[src/rtl/fwd_hazard_ctrl.sv]
// Forwarding and hazard controller for the EX-stage operand muxes.
// Keeps a shadow of destination info for EX/MEM/WB and builds the forward
// selects, the load-use stall, the taken-branch squash and two event counters.
module fwd_hazard_ctrl #(
   parameter int RA_W  = 5,
   parameter int CNT_W = 16
) (
   input  logic             clk,
   input  logic             reset,
   input  logic             id_valid,
   input  logic [RA_W-1:0]  id_rs,
   input  logic [RA_W-1:0]  id_rt,
   input  logic             id_use_rs,
   input  logic             id_use_rt,
   input  logic [RA_W-1:0]  id_dst,
   input  logic             id_regwrite,
   input  logic             id_memread,
   input  logic             ex_branch_taken,
   output logic [1:0]       fwd_a_sel,
   output logic [1:0]       fwd_b_sel,
   output logic             stall,
   output logic             pc_write,
   output logic             ifid_write,
   output logic             ifid_flush,
   output logic             idex_bubble,
   output logic [CNT_W-1:0] stall_cnt,
   output logic [CNT_W-1:0] flush_cnt
);

   // EX slot carries source info too, since forwarding is decided there
   logic            ex_v, ex_rw, ex_mr, ex_urs, ex_urt;
   logic [RA_W-1:0] ex_dst, ex_rs, ex_rt;
   logic            mem_v, mem_rw, mem_mr;
   logic [RA_W-1:0] mem_dst;
   logic            wb_v, wb_rw, wb_mr;
   logic [RA_W-1:0] wb_dst;

   logic mem_wr, wb_wr, ld_hit;

   // a slot can only be a forwarding source if it writes a non-zero register
   assign mem_wr = mem_v & mem_rw & (mem_dst != '0);
   assign wb_wr  = wb_v  & wb_rw  & (wb_dst  != '0);

   // forward selects: MEM result beats WB value, register file otherwise
   always_comb begin
      fwd_a_sel = 2'b00;
      fwd_b_sel = 2'b00;
      if (ex_v && ex_urs) begin
         if (mem_wr && mem_dst == ex_rs)     fwd_a_sel = 2'b01;
         else if (wb_wr && wb_dst == ex_rs)  fwd_a_sel = 2'b10;
      end
      if (ex_v && ex_urt) begin
         if (mem_wr && mem_dst == ex_rt)     fwd_b_sel = 2'b01;
         else if (wb_wr && wb_dst == ex_rt)  fwd_b_sel = 2'b10;
      end
   end

   // load-use detection; a taken branch squashes ID so it never stalls
   always_comb begin
      ld_hit      = ex_v & ex_mr & ex_rw & (ex_dst != '0) &
                    ((id_use_rs & (id_rs == ex_dst)) | (id_use_rt & (id_rt == ex_dst)));
      stall       = id_valid & ld_hit & ~ex_branch_taken;
      pc_write    = ~stall;
      ifid_write  = ~stall;
      ifid_flush  = ex_branch_taken;
      idex_bubble = stall | ex_branch_taken;
   end

   // shadow pipeline advance; a bubble enters EX on stall or squash
   always_ff @(posedge clk) begin
      if (reset) begin
         ex_v  <= 1'b0;
         mem_v <= 1'b0;
         wb_v  <= 1'b0;
      end else begin
         wb_v    <= mem_v;
         wb_dst  <= mem_dst;
         wb_rw   <= mem_rw;
         wb_mr   <= mem_mr;
         mem_v   <= ex_v;
         mem_dst <= ex_dst;
         mem_rw  <= ex_rw;
         mem_mr  <= ex_mr;
         ex_v    <= id_valid & ~idex_bubble;
         ex_dst  <= id_dst;
         ex_rw   <= id_regwrite;
         ex_mr   <= id_memread;
         ex_rs   <= id_rs;
         ex_rt   <= id_rt;
         ex_urs  <= id_use_rs;
         ex_urt  <= id_use_rt;
      end
   end

   // saturating stall / flush event counters
   always_ff @(posedge clk) begin
      if (reset) begin
         stall_cnt <= '0;
         flush_cnt <= '0;
      end else begin
         if (stall && stall_cnt != '1)           stall_cnt <= stall_cnt + 1'b1;
         if (ex_branch_taken && flush_cnt != '1) flush_cnt <= flush_cnt + 1'b1;
      end
   end

endmodule
[config.mk]
export PLATFORM = sky130hd
export DESIGN_NAME = fwd_hazard_ctrl
export DESIGN_NICKNAME = d
export VERILOG_FILES = /design/src/rtl/fwd_hazard_ctrl.sv
export SDC_FILE = /design/constraint.sdc
export NUM_CORES = 1
export LEC_CHECK = 0
export BUFFER_PORTS_ARGS = -buffer_cell sky130_fd_sc_hd__buf_2
export CAP_MARGIN = 20
export CORE_ASPECT_RATIO = 1.5
export CORE_MARGIN = 3
export CORE_UTILIZATION = 55
export DETAILED_ROUTE_END_ITERATION = 8
export GPL_ROUTABILITY_DRIVEN = 0
export PLACE_DENSITY = 0.8
export SKIP_LAST_GASP = 1
export SLEW_MARGIN = 20
export SYNTH_ARGS = -nofsm -noshare
export SYNTH_HDL_FRONTEND = slang
export SYNTH_SLANG_ARGS = --single-unit
[constraint.sdc]
create_clock -name clk -period 2.6 [get_ports clk]
set_input_delay 0.52 -clock clk [delete_from_list [all_inputs] [get_ports clk]]
set_output_delay 0.52 -clock clk [all_outputs]
set_load 0.005 [all_outputs]
==> results of run 1 <==
cell usage in the layout, fill, tap and decap left out, types with 2 or more instances in the layout:
cell type / count
buf_2: 63
dfxtp_1: 35
edfxtp_1: 31
xnor2_1: 20
xor2_1: 20
nor2_1: 19
a21oi_1: 17
nand4_1: 13
nand2_1: 12
and3_1: 9
clkbuf_8: 9
o211ai_1: 8
nor2b_1: 8
or4_1: 7
nand3_1: 7
o21ai_0: 7
inv_1: 6
o31ai_1: 6
or3_1: 6
buf_4: 6
nor3_1: 5
nor4_1: 4
and4_1: 4
and2_1: 4
mux2_1: 4
nor4_2: 3
o2111ai_1: 3
nand2b_1: 2
a31oi_1: 2
a311oi_1: 2
ha_1: 2
inv_6: 2
clkinvlp_4: 2
critical path, cell delays in order (launching register included):
cell	delay (ps)
edfxtp_1	450
or4_1	530
o211ai_1	230
nor4_1	120
and3_1	190
buf_2	120
area by class of cell:
| cell class | count | area share [%] |
|---|---|---|
| flip-flops and latches | 66 | 43.5 |
| inverters | 6 | 0.601 |
| multi-input cells | 210 | 38.6 |
| clock inverters | 7 | 2.04 |
| repair buffers | 69 | 9.62 |
| well taps | 70 | 2.34 |
| clock buffers | 9 | 3.31 |
metal layers:
layer | track usage [%] | share of wire (%) | vias up | wire [µm]
li1 | - | - | 1236 | -
met1 | 23.7 | 38 | 1208 | 2610
met2 | 37.9 | 54 | 59 | 3680
met3 | 4.68 | 4.8 | 14 | 326
met4 | 9.49 | 2.8 | 0 | 188
met5 | 0 | 0 | - | 0
synth_stat cells (3+ instances only):
cell / instances / area share, %
xor2_1: 20 / 5.6
and4_1: 4 / 1.1
inv_1: 6 / 0.71
dfxtp_1: 35 / 22
or4_1: 7 / 1.7
nor3_1: 5 / 0.79
nor4_1: 5 / 0.99
and3_1: 9 / 1.8
mux2_1: 4 / 1.4
and2_1: 4 / 0.79
or3_1: 6 / 1.2
edfxtp_1: 31 / 30
nor2b_1: 8 / 1.6
o2111ai_1: 3 / 0.83
buf_2: 3 / 0.48
a21oi_1: 17 / 2.7
o21ai_0: 7 / 1.1
nand3_1: 7 / 1.1
o211ai_1: 8 / 1.9
nand2_1: 12 / 1.4
o31ai_1: 6 / 1.4
nand4_1: 13 / 2.6
nor2_1: 19 / 2.3
clkbuf_1: 4 / 0.48
xnor2_1: 20 / 5.6
what timing repair did:
| action | in CTS | in global routing |
|---|---|---|
| gates resized for setup | 0 | 2 |
| endpoints found under the setup margin | 0 | 8 |
| setup buffers | 0 | 3 |
| hold buffers | 0 | 0 |
logic make-up (layout without fill, tap and decap cells):
logic type,after synthesis,in the layout,share of synthesized area (%)
fa+ha+maj,2,2,0.793
flops,66,66,51.7
xor+xnor,40,40,11.1
compound gates,52,52,10.8
mux,5,5,1.75
buf+inv,17,91,2.86
simple gates,111,111,21.0
worst paths after layout:
path / start / to / slack [ps]
worst min register to register: mem_v$_SDFF_PP0_ / wb_v$_SDFF_PP0_ / 480
worst min-delay path: id_dst[4] / ex_dst[4]$_DFFE_PN_ / 360
worst max register to register: ex_dst[1]$_DFFE_PN_ / stall_cnt[12]$_SDFFE_PP0P_ / 220
worst max-delay path: mem_dst[2]$_DFFE_PN_ / fwd_a_sel[0] / 100
power by group through the flow:
stage	logic (µW)	clock network, µW	registers (µW)
floorplan	87.8	0	1190
global placement	128	0	1200
detailed placement	134	0	1200
CTS	134	868	1180
global route	153	916	1180
finish	140	845	1180
registers in the layout, indices dropped and copies added, names as in the netlist, 5 cells and up:
register,count
flush_cnt,16
stall_cnt,16
ex_dst,5
ex_rs,5
ex_rt,5
mem_dst,5
wb_dst,5
metrics by stage:
stage / total power, µW / utilization (%) / setup slack (ps)
after detailed placement: 1330 / 64.0 / 146
after global routing: 2250 / 68.2 / -15.7
after global placement: 1330 / 64.0 / 285
final: 2160 / 68.2 / 96.3
after floorplan: 1280 / - / 643
after CTS: 2180 / 67.6 / 16.4
==> impl_metrics.csv, run 1 <==
group,metric,value,unit
place,dpl.hpwl,5.13,mm
timing,fin_skew,9.03,ps
yosys,synth_seq_cells,66,
place,port_buffers,63,
floorplan,ios,64,
timing,setup_violations,0,
detailed_routing,wl_per_cell,15.6,µm
floorplan,die_w,67.8,µm
worst_setup_path,cp-start-kind,"register",
timing,min_period_over_period,96.3,%
grt,grt_usage,21.4,%
grt,grt_max_degree,39,
timing,finalCriticalPeriod,2500,ps
detailed_routing,drtPass1Iterations,4,
worst_setup_path,path_class,"reg -> out",
yosys,syn_nets,318,
yosys,netlist_area,3150,µm²
place,placed_cell_area,3510,µm²
power_and_ir_drop,p_leak,0.00143,µW
status,status,"finished clean",
worst_setup_path,cp.arrival,1980,ps
timing,grt_setup_unrepaired,"yes",
timing,relSlewSlack,49.0,%
clock_network,cts_max_path_buffers,2,
cells_and_area,multi_input_area,1450,µm²
detailed_routing,drt_wl_total,6.80,mm
timing,setup_tns,0,ps
grt,grt_pass1_wl,10.9,mm
cells_and_area,area_growth,18.8,%
cells_and_area,drive_gt1_share,25.6,%
detailed_routing,num_vias,2517,
floorplan,start_util,57.4,%
cells_and_area,n_fill_cell,433,
floorplan,placementRows,33,
power_and_ir_drop,vdd_drop_max,0.441,mV
power_and_ir_drop,p_sw,511,µW
floorplan,dieArea,6700,µm²
worst_hold_path,min_path_cells,1,
yosys,yosys_warnings,0,
yosys,synth_cell_types,48,
worst_setup_path,end_kind,"primary output",
floorplan,die-height,98.8,µm
power_and_ir_drop,power.internal,1650,µW
clock_network,cts_root_buf,"clkbuf_8",
timing,fmax,399,MHz
yosys,synth_ff_type,"dfxtp_1",
yosys,ys_seq_area_share,51.7,%
timing,tightest_slew,765,ps
clock_network,cts.clk_slew.worst_paths,80,ps
power_and_ir_drop,switching_share,23.6,%
detailed_routing,antenna_left,0,
yosys,synth_cells,293,
flow_run,maxCapViolations,0,
timing,timing.final.hold_violations,0,
yosys,synth_edf_count,31,
detailed_routing,drc,0,
clock_network,clkSinkCount,66,
detailed_routing,drtIter0Drc,108,
cells_and_area,final_nets,387,
power_and_ir_drop,p_seq_share,54.4,%
yosys,ys_async_sr_fraction,0,%
worst_hold_path,hold_path_class,"in -> reg",
grt,grt_pass1_vias,2418,
worst_setup_path,r2r_cells,5,
floorplan,core,5490,µm²
power_and_ir_drop,p_clk_share,39.1,%
power_and_ir_drop,powerDensity,577,nW/µm²
detailed_routing,viasPerCell,5.76,
place,dpl.cell_count,418,
clock_network,htree_levels,3,
timing,finalMaxSlewViolations,0,
clock_network,cts_tree,"yes",
cells_and_area,num_antenna_cells,0,
clock_network,clk_latency,330,ps
cells_and_area,design_area,3750,µm²
grt,antenna_found_initial,0,
cells_and_area,final_cell_count_no_fill,437,
power_and_ir_drop,power_frac_comb,6.5,%
clock_network,cts_buffers,9,
cells_and_area,seqCellArea,1630,µm²
worst_setup_path,path_max_fanout,4,
grt,overflow,0,
worst_setup_path,required,2080,ps
timing,hold_ws,357,ps
yosys,synth.avg_cell_area,10.8,µm²
Power figures use the tool's default switching activity.
==> run 2: changes to the inputs <==
PLACE_DENSITY = 0.78   (was 0.8)
==> run 2 against run 1 <==
Compared with the run above: total power fell by 0.57%; clock skew fell by 3.0 ps; utilization fell by 0.091 points; design area fell by 0.13%; combinational power barely moved; largest cell class unchanged; largest power group unchanged; highest routed layer unchanged.
==> impl_metrics.csv, run 2 (synthesized netlist as in run 1, its figures left out) <==
group,metric,value,unit
grt,grt_max_degree,39,
detailed_routing,drtIter0Drc,110,
timing,tightest_slew,751,ps
detailed_routing,viasPerCell,5.68,
detailed_routing,drtPass1Iterations,4,
floorplan,core,5490,µm²
timing,timing.final.hold_violations,0,
power_and_ir_drop,power_frac_comb,6.6,%
power_and_ir_drop,p_clk_share,38.7,%
worst_hold_path,holdPathEnd,"ex_dst[3]$_DFFE_PN_",
timing,grt_setup_unrepaired,"yes",
cells_and_area,area_growth,18.6,%
worst_setup_path,cp.arrival,1990,ps
cells_and_area,final_common_cell,"buf_2",
clock_network,htree_levels,3,
detailed_routing,wl_per_cell,15.8,µm
cells_and_area,final_util,68.1,%
floorplan,ios,64,
worst_hold_path,min_path_cells,1,
clock_network,clkSinkCount,66,
detailed_routing,drc,0,
power_and_ir_drop,switching_share,23.6,%
grt,grt_pass1_vias,2336,
status,status,"finished clean",
detailed_routing,antenna_left,0,
detailed_routing,num_vias,2490,
timing,setup_ws,92.6,ps
clock_network,cts_max_path_buffers,2,
timing,relSlewSlack,49.9,%
place,dpl.hpwl,5.07,mm
clock_network,cts_root_buf,"clkbuf_8",
worst_hold_path,hold_path_class,"in -> reg",
cells_and_area,layout_common_cells,"buf_2, dfxtp_1, edfxtp_1",
detailed_routing,drt_wl_total,6.90,mm
cells_and_area,num_antenna_cells,0,
worst_setup_path,cp-start-kind,"register",
grt,grt_pass1_wl,10.7,mm
power_and_ir_drop,p_sw,508,µW
timing,min_period_over_period,96.4,%
cells_and_area,seqCellArea,1630,µm²
worst_setup_path,rr_startpoint,"ex_dst[2]$_DFFE_PN_",
power_and_ir_drop,powerDensity,574,nW/µm²
place,port_buffers,63,
timing,fmax,399,MHz
power_and_ir_drop,p_leak,0.00143,µW
power_and_ir_drop,power.internal,1640,µW
floorplan,die-height,98.8,µm
worst_setup_path,path_max_fanout,4,
worst_hold_path,hold_path_startpoint,"id_dst[3]",
worst_setup_path,end_kind,"primary output",
worst_setup_path,required,2080,ps
cells_and_area,n_fill_cell,460,
timing,finalMaxSlewViolations,0,
grt,overflow,0,
place,dpl.cell_count,418,
cells_and_area,reg.largest.list,"flush_cnt x16, stall_cnt x16",
power_and_ir_drop,vdd_drop_max,0.489,mV
worst_setup_path,path_class,"reg -> out",
timing,fin_skew,6.01,ps
cells_and_area,drive_gt1_share,25.3,%
cells_and_area,final_nets,388,
clock_network,cts.clk_slew.worst_paths,70,ps
place,dpl_worst_slack,218,ps
floorplan,die_w,67.8,µm
cells_and_area,multi_input_area,1440,µm²
grt,antenna_found_initial,0,
worst_setup_path,rrSetupSlack,290,ps
clock_network,holdBufCountCts,0,
worst_setup_path,r2r_cells,5,
floorplan,placementRows,33,
cells_and_area,final_cell_count_no_fill,438,
power_and_ir_drop,p_seq_share,54.7,%
clock_network,cts_tree,"yes",
flow_run,maxCapViolations,0,
timing,setup_violations,0,
floorplan,dieArea,6700,µm²
grt,grt_usage,21.2,%
timing,hold_ws,352,ps
floorplan,start_util,57.4,%
clock_network,cts_buffers,9,
worst_setup_path,r2r-end,"stall_cnt[12]$_SDFFE_PP0P_",
power_and_ir_drop,finalPower,2150,µW
clock_network,clk_latency,340,ps
timing,finalCriticalPeriod,2510,ps
run 2: cell types whose count changed in the layout (fill, tap and decap cells not counted), sizes merged:
cell / previous run / this run
clkinvlp: 2 / 3
inv: 8 / 6
clkinv: 2 / 3
buf: 69 / 70
run 2: how the worst max path moves through the flow:
stage,start,endpoint,slack [ps],cells past startpoint
finish,mem_dst[1]$_DFFE_PN_,fwd_a_sel[1],90,5
global route,mem_dst[1]$_DFFE_PN_,fwd_a_sel[1],-20,5
CTS,mem_dst[2]$_DFFE_PN_,fwd_a_sel[1],50,5
detailed placement,id_rs[2],stall_cnt[12]$_SDFFE_PP0P_,220,6
global placement,id_rs[4],stall_cnt[12]$_SDFFE_PP0P_,300,6
floorplan,mem_dst[1]$_DFFE_PN_,fwd_a_sel[1],640,4
run 2: power groups by stage:
stage | Clock (µW) | Combinational [µW] | Sequential, µW
after floorplan | 0 | 87.8 | 1190
after global placement | 0 | 130 | 1200
after detailed placement | 0 | 133 | 1200
after CTS | 842 | 134 | 1180
after global routing | 898 | 155 | 1180
final | 832 | 141 | 1180
run 2: worst max-delay path, cell delays in order (launching register included):
cell      delay (ps)
edfxtp_1         450
or4_1            540
o211ai_1         240
nor4_1           120
nor3_1           170
buf_2            130
run 2: layout make-up:
class,count,area share [%]
clock inverters,7,1.87
inverters,6,0.602
clock buffers,9,3.31
well taps,70,2.34
multi-input cells,210,38.4
repair buffers,70,9.83
flip-flops and latches,66,43.6
run 2: repair_timing:
| action | CTS | global route |
|---|---|---|
| endpoints found under the setup margin | 0 | 8 |
| hold endpoints to repair | 0 | 0 |
| setup buffers | 0 | 4 |
| gates resized for setup | 0 | 1 |
run 2: metal layers:
metal | wire length, µm | track usage [%] | part of all wire [%]
met4 | 133 | 10.1 | 1.9
met2 | 3780 | 37.3 | 55
met1 | 2660 | 22.9 | 39
met3 | 324 | 5.25 | 4.7
met5 | 0 | 0 | 0
run 2: metrics by stage:
step / instance area (µm²) / setup TNS [ps]
floorplan: 3150 / 0
global placement: 3510 / 0
detailed placement: 3510 / 0
CTS: 3710 / 0
global route: 3740 / -18.5
finish: 3740 / 0
